<file path="src/rtl/dram_stream_packer_pkg.sv">
// Shared types and width helpers for the DRAM stream packer.
// Holds the FSM state encoding and the integer helpers used for parameter sizing.
package dram_stream_packer_pkg;

  typedef enum logic [1:0] {
    ST_IDLE  = 2'd0,
    ST_FILL  = 2'd1,
    ST_FLUSH = 2'd2,
    ST_DONE  = 2'd3
  } state_e;

  function automatic int ceil_div(input int num, input int den);
    return (num + den - 1) / den;
  endfunction

  function automatic int clog2_min1(input int value);
    return (value > 1) ? $clog2(value) : 1;
  endfunction

endpackage

</file>
<file path="src/rtl/dram_stream_packer_accum.sv">
// Beat accumulator: shifts narrow beats into a wide word, MSB-first, and counts beats.
// Presents either the word completed by the incoming beat or the pending beats left-aligned.
module dram_stream_packer_accum
  import dram_stream_packer_pkg::*;
#(
  parameter  int IN    = 8,
  parameter  int OUT   = 163,
  localparam int BEATS = ceil_div(OUT, IN),
  localparam int ACCU  = BEATS * IN,
  localparam int CNT_W = clog2_min1(BEATS)
) (
  input  logic           clk,
  input  logic           rst_n,
  input  logic           clear,
  input  logic           load,
  input  logic           pad,
  input  logic [IN-1:0]  data,
  output logic [OUT-1:0] word,
  output logic           last,
  output logic           pending
);

  logic [ACCU-1:0]  acc_q;
  logic [ACCU-1:0]  shifted;
  logic [ACCU-1:0]  padded;
  logic [ACCU-1:0]  sel;
  logic [CNT_W-1:0] cnt_q;

  always_comb begin
    shifted = (acc_q << IN) | ACCU'(data);
    // Pending beats sit in the LSBs; pushing them up leaves zero padding below.
    padded  = acc_q << ((BEATS - int'(cnt_q)) * IN);
    sel     = pad ? padded : shifted;
    word    = OUT'(sel >> (ACCU - OUT));
  end

  assign last    = (cnt_q == CNT_W'(BEATS - 1));
  assign pending = (cnt_q != '0);

  // NOTE: registers use non-blocking assignments so every flop samples pre-edge values.
  always_ff @(posedge clk or negedge rst_n) begin
    if (!rst_n) begin
      acc_q <= '0;
      cnt_q <= '0;
    end else if (clear || pad) begin
      acc_q <= '0;
      cnt_q <= '0;
    end else if (load) begin
      if (last) begin
        acc_q <= '0;
        cnt_q <= '0;
      end else begin
        acc_q <= shifted;
        cnt_q <= cnt_q + CNT_W'(1);
      end
    end
  end

endmodule

</file>
<file path="src/rtl/dram_stream_packer.sv">
// Packs a narrow valid/ready DRAM beat stream into wide words written round-robin
// across NUM_BANKS BRAMs, with partial-word flush and a done flag once all banks are full.
module dram_stream_packer
  import dram_stream_packer_pkg::*;
#(
  parameter  int DATA_IN_BITWIDTH  = 8,
  parameter  int DATA_OUT_BITWIDTH = 163,
  parameter  int NUM_BANKS         = 4,
  parameter  int BANK_DEPTH        = 512,
  localparam int ADDR_BITWIDTH     = $clog2(BANK_DEPTH),
  localparam int BANK_BITWIDTH     = clog2_min1(NUM_BANKS)
) (
  input  logic                         clk_i,
  input  logic                         dram_pack_rst_ni,
  input  logic                         start_i,
  input  logic                         flush_i,
  input  logic [DATA_IN_BITWIDTH-1:0]  data_in_i,
  input  logic                         data_valid_i,
  output logic                         data_ready_o,
  output logic [DATA_OUT_BITWIDTH-1:0] mem_data_o,
  output logic [ADDR_BITWIDTH-1:0]     mem_addr_o,
  output logic [NUM_BANKS-1:0]         mem_we_o,
  output logic                         done_o
);

  state_e                       state_q, state_d;
  logic [BANK_BITWIDTH-1:0]     bank_q;
  logic [ADDR_BITWIDTH-1:0]     addr_q;
  logic [DATA_OUT_BITWIDTH-1:0] acc_word;
  logic                         acc_last, acc_pending;
  logic                         accept, complete, flush_go, write_issue, final_slot, restart;

  assign data_ready_o = (state_q == ST_FILL);
  assign accept       = data_valid_i && data_ready_o;
  assign complete     = accept && acc_last;
  // A beat accepted alongside flush_i joins the word first; a completed word makes the flush moot.
  assign flush_go     = (state_q == ST_FILL) && flush_i && !complete && (acc_pending || accept);
  assign write_issue  = complete || (state_q == ST_FLUSH);
  assign restart      = start_i && ((state_q == ST_IDLE) || (state_q == ST_DONE));
  assign final_slot   = (bank_q == BANK_BITWIDTH'(NUM_BANKS - 1)) &&
                        (addr_q == ADDR_BITWIDTH'(BANK_DEPTH - 1));

  dram_stream_packer_accum #(
    .IN  (DATA_IN_BITWIDTH),
    .OUT (DATA_OUT_BITWIDTH)
  ) u_accum (
    .clk     (clk_i),
    .rst_n   (dram_pack_rst_ni),
    .clear   (restart),
    .load    (accept),
    .pad     (state_q == ST_FLUSH),
    .data    (data_in_i),
    .word    (acc_word),
    .last    (acc_last),
    .pending (acc_pending)
  );

  // NOTE: next state gets a default before the case so no path can infer a latch.
  always_comb begin
    state_d = state_q;
    case (state_q)
      ST_IDLE:  if (start_i) state_d = ST_FILL;
      ST_FILL: begin
        if (write_issue && final_slot) state_d = ST_DONE;
        else if (flush_go)             state_d = ST_FLUSH;
      end
      ST_FLUSH: state_d = final_slot ? ST_DONE : ST_FILL;
      ST_DONE:  if (start_i) state_d = ST_FILL;
      default:  state_d = ST_IDLE;
    endcase
  end

  always_ff @(posedge clk_i or negedge dram_pack_rst_ni) begin
    if (!dram_pack_rst_ni) begin
      state_q    <= ST_IDLE;
      bank_q     <= '0;
      addr_q     <= '0;
      mem_data_o <= '0;
      mem_addr_o <= '0;
      mem_we_o   <= '0;
      done_o     <= 1'b0;
    end else begin
      state_q  <= state_d;
      mem_we_o <= '0;
      done_o   <= (state_q == ST_DONE) && !start_i;
      if (restart) begin
        bank_q <= '0;
        addr_q <= '0;
      end
      if (write_issue) begin
        mem_we_o   <= NUM_BANKS'(1) << bank_q;
        mem_data_o <= acc_word;
        mem_addr_o <= addr_q;
        if (bank_q == BANK_BITWIDTH'(NUM_BANKS - 1)) begin
          bank_q <= '0;
          addr_q <= addr_q + ADDR_BITWIDTH'(1);
        end else begin
          bank_q <= bank_q + BANK_BITWIDTH'(1);
        end
      end
    end
  end

endmodule

</file>
<file path="config.mk">
export PLATFORM = sky130hd
export DESIGN_NAME = dram_stream_packer
export DESIGN_NICKNAME = d
export VERILOG_FILES = /design/src/rtl/dram_stream_packer_pkg.sv /design/src/rtl/dram_stream_packer_accum.sv /design/src/rtl/dram_stream_packer.sv
export SDC_FILE = /design/constraint.sdc
export NUM_CORES = 1
export LEC_CHECK = 0
export CAP_MARGIN = 20
export CORE_UTILIZATION = 59
export DETAILED_ROUTE_END_ITERATION = 8
export GPL_ROUTABILITY_DRIVEN = 1
export PLACE_DENSITY = 0.81
export RECOVER_POWER = 25
export SYNTH_ARGS = -nofsm -noshare
export SYNTH_HDL_FRONTEND = slang
export SYNTH_SLANG_ARGS = --single-unit
</file>
<file path="constraint.sdc">
create_clock -name clk_i -period 3.8 [get_ports clk_i]
set_input_delay 0.95 -clock clk_i [delete_from_list [all_inputs] [get_ports clk_i]]
set_output_delay 0.95 -clock clk_i [all_outputs]
set_load 0.02 [all_outputs]
</file>
==> reports/results.ini <==
[power_and_ir_drop]
max-vdd-ir-drop_v=0.000711
p_leak_nw=11.5
power_density_nw_per_um2=864

[grt]
gr-total-overflow=0
antenna_found_initial=5
grt_pass1_vias=21900
grt_usage_pct=51.1
grt_pass1_wl_um=146000
grt_max_degree=163

[cells_and_area]
drive_gt1_share_pct=15.3
syn_to_final_growth_pct=17.9
post-route-util_pct=71.1
fin_area_um2=26900
fin_nets=2463

[yosys]
netlist_area_um2=22800
synth_top_area_share_pct=39.8
ys_seq_elements=363
syn_nets=2336
yosysWarnings=0
async_flop_share_pct=100
synth_area_leaders=dfrtp_1, mux4_2, a22o_1
syn-mean-instance-area_um2=9.87
synthCells=2310
synth_common_cells=dfrtp_1, nor2_1, nand2_1, a22o_1, mux2i_1
synth_cell_types=85
yosysTopAreaCell=dfrtp_1
yosysMostFrequentCell=dfrtp_1
synth_enable_flop_cells=0
ys.flop_type=dfrtp_1
ys_seq_area_share_pct=39.8

[routing]
wl_per_cell_um=33.4
antenna_left=0
wl_um=99600
viasPerCell=7.62
drc=0
first_pass_iters=8
drtIter0Drc=3633
vias=22700

[timing]
fin_crit_ps=3210
max_freq_mhz=311
drv_slew=94
setup_tns_ps=0
skew_ps=16.0
rsz0062_at_grt=false
setup_slack_ps=586
setup_viol=0
fin_hold_ws_ps=467
worst_pin_slew_ps=2990
fin_crit_sh_pct=84.6
slew_headroom_pct=-99.3
hold_viol=0

[worst_setup_path]
cp.required_ps=4310
crit_path_end_kind=flip-flop
startpoint=u_accum.cnt_q[1]
rrSetupSlack_ps=590
r2r_cells=8
startpoint_type=flip-flop
cp-endpoint=mem_data_o[122]
crit_type=flip-flop to flip-flop
timing.rr.start=u_accum.cnt_q[1]
critPathArrivalTime_ps=3720
r2r_end=mem_data_o[122]
critPathMaxFanout=37

[job]
max_cap_violations=1

[placement]
pre_cts_slack_ps=411
io_buffer_count=190
gp_congestion=1.07
postPlaceCellArea_um2=25500
dp_hpwl_um=67100

[worst_hold_path]
min_path_type=flip-flop to flip-flop
min_from=mem_addr_o[1]

[run_status]
status=finished, violations left
violations=capacitance limit, slew limit

[floorplanning]
die-area_um2=39400
num_io_pins=191
floorplan.initialDensity_pct=60.3
fp.dieH_um=199
coreArea_um2=37800
die_x_um=199
rows=71

[clock_tree]
clk_pin_slew_worst_paths_ps=60
numClockSinks=363
numCtsBuffers=41
ctsLongestPathBuffers=3
htreeDepth=2
clockRootBuffer=clkbuf_16
cts-hold-fix-buffers=0
post_cts_buffers=0
cts_tree=built
insertion_delay_ps=590
cts_resized=0

## worst min path at each step
| stage | slack [ps] | endpoint | depth (start not counted) |
|---|---|---|---|
| 2_1_floorplan | 470 | u_accum.acc_q[160] | 1 |
| 4_1_cts | 470 | mem_addr_o[1] | 2 |
| 3_3_place_gp | 450 | mem_addr_o[2] | 2 |
| 5_1_grt | 500 | mem_addr_o[1] | 2 |
| 6_report | 470 | mem_addr_o[1] | 2 |
| 3_5_place_dp | 460 | mem_addr_o[1] | 2 |
## power by group
group	total (W)	switching, W	internal (W)
combinational	0.0123	0.00759	0.00467
sequential	0.00671	0.00167	0.00504
clock	0.00427	0.00174	0.00253
## worst max-delay path, stage by stage (launching register included)
cell and delay, ps:
dfrtp_4 570, ha_1 350, buf_4 200, o21ai_4 270
buf_4 420, nand2_1 370, mux4_2 620, o21a_1 200
o21ai_1 120
## final cells by class
| cell class | instances | area, um2 |
|---|---|---|
| clock buffer | 56 | 1180 |
| inverter | 19 | 73.8 |
| fill | 2836 | 10900 |
| antenna | 2 | 5.00 |
| tap | 511 | 639 |
| multi-input combinational | 1698 | 12600 |
| clock inverter | 16 | 221 |
| timing repair buffer | 314 | 3050 |
| sequential | 363 | 9090 |
## cells in the final DEF, fill, tap and decap left out, types with 8 or more instances in the layout
master / n
a31oi_1: 16
o221ai_1: 19
a21o_1: 10
o22ai_1: 68
mux2_2: 50
o32ai_1: 28
nor2_1: 257
and3_1: 20
o21ai_0: 88
buf_12: 18
nand3_1: 60
clkbuf_16: 43
o211ai_1: 21
a22o_1: 172
mux2i_1: 124
clkdlybuf4s50_1: 188
nor4_1: 8
buf_4: 104
a211oi_1: 23
inv_1: 16
clkbuf_1: 8
mux4_2: 83
a22oi_1: 15
nand2_1: 178
mux2_4: 9
a21oi_1: 76
dfrtp_1: 361
nor3_1: 67
o22a_1: 24
or2_2: 15
and2_1: 39
a2bb2oi_1: 36
ha_1: 11
o21a_1: 35
## through the flow
step	instances	power (W)
after floorplan	2310	0.0130
after global placement	2905	0.0180
after detailed placement	2905	0.0183
after CTS	2977	0.0225
after global routing	2977	0.0238
final	2979	0.0232
## registers in the layout, summed over array words and instances (netlist names)
name	count
addr_q	9
bank_q	2
done_o	1
mem_addr_o	9
mem_data_o	163
mem_we_o	4
state_q	2
u_accum.acc_q	168
u_accum.cnt_q	5
## routing by layer
layer	vias up	wire length, um	GRT usage, %
li1	9017	-	-
met1	11000	33700	61.9
met2	2070	42300	74.0
met3	571	14400	19.4
met4	13	8940	37.5
met5	-	178	1.53
## kinds of logic (layout without fill, tap and decap cells)
kind of cell,Yosys count,after routing,synth area share (%)
other,0,2,0
adders and majority gates,13,13,0.713
xor gates and xnor gates,7,7,0.269
buffers and inverters,249,405,5.17
muxes,269,269,16.8
AOI/OAI and AO/OA,721,721,23.6
and+or+nand+nor,688,688,13.5
DFF,363,363,39.8
Power figures use the tool's default switching activity.
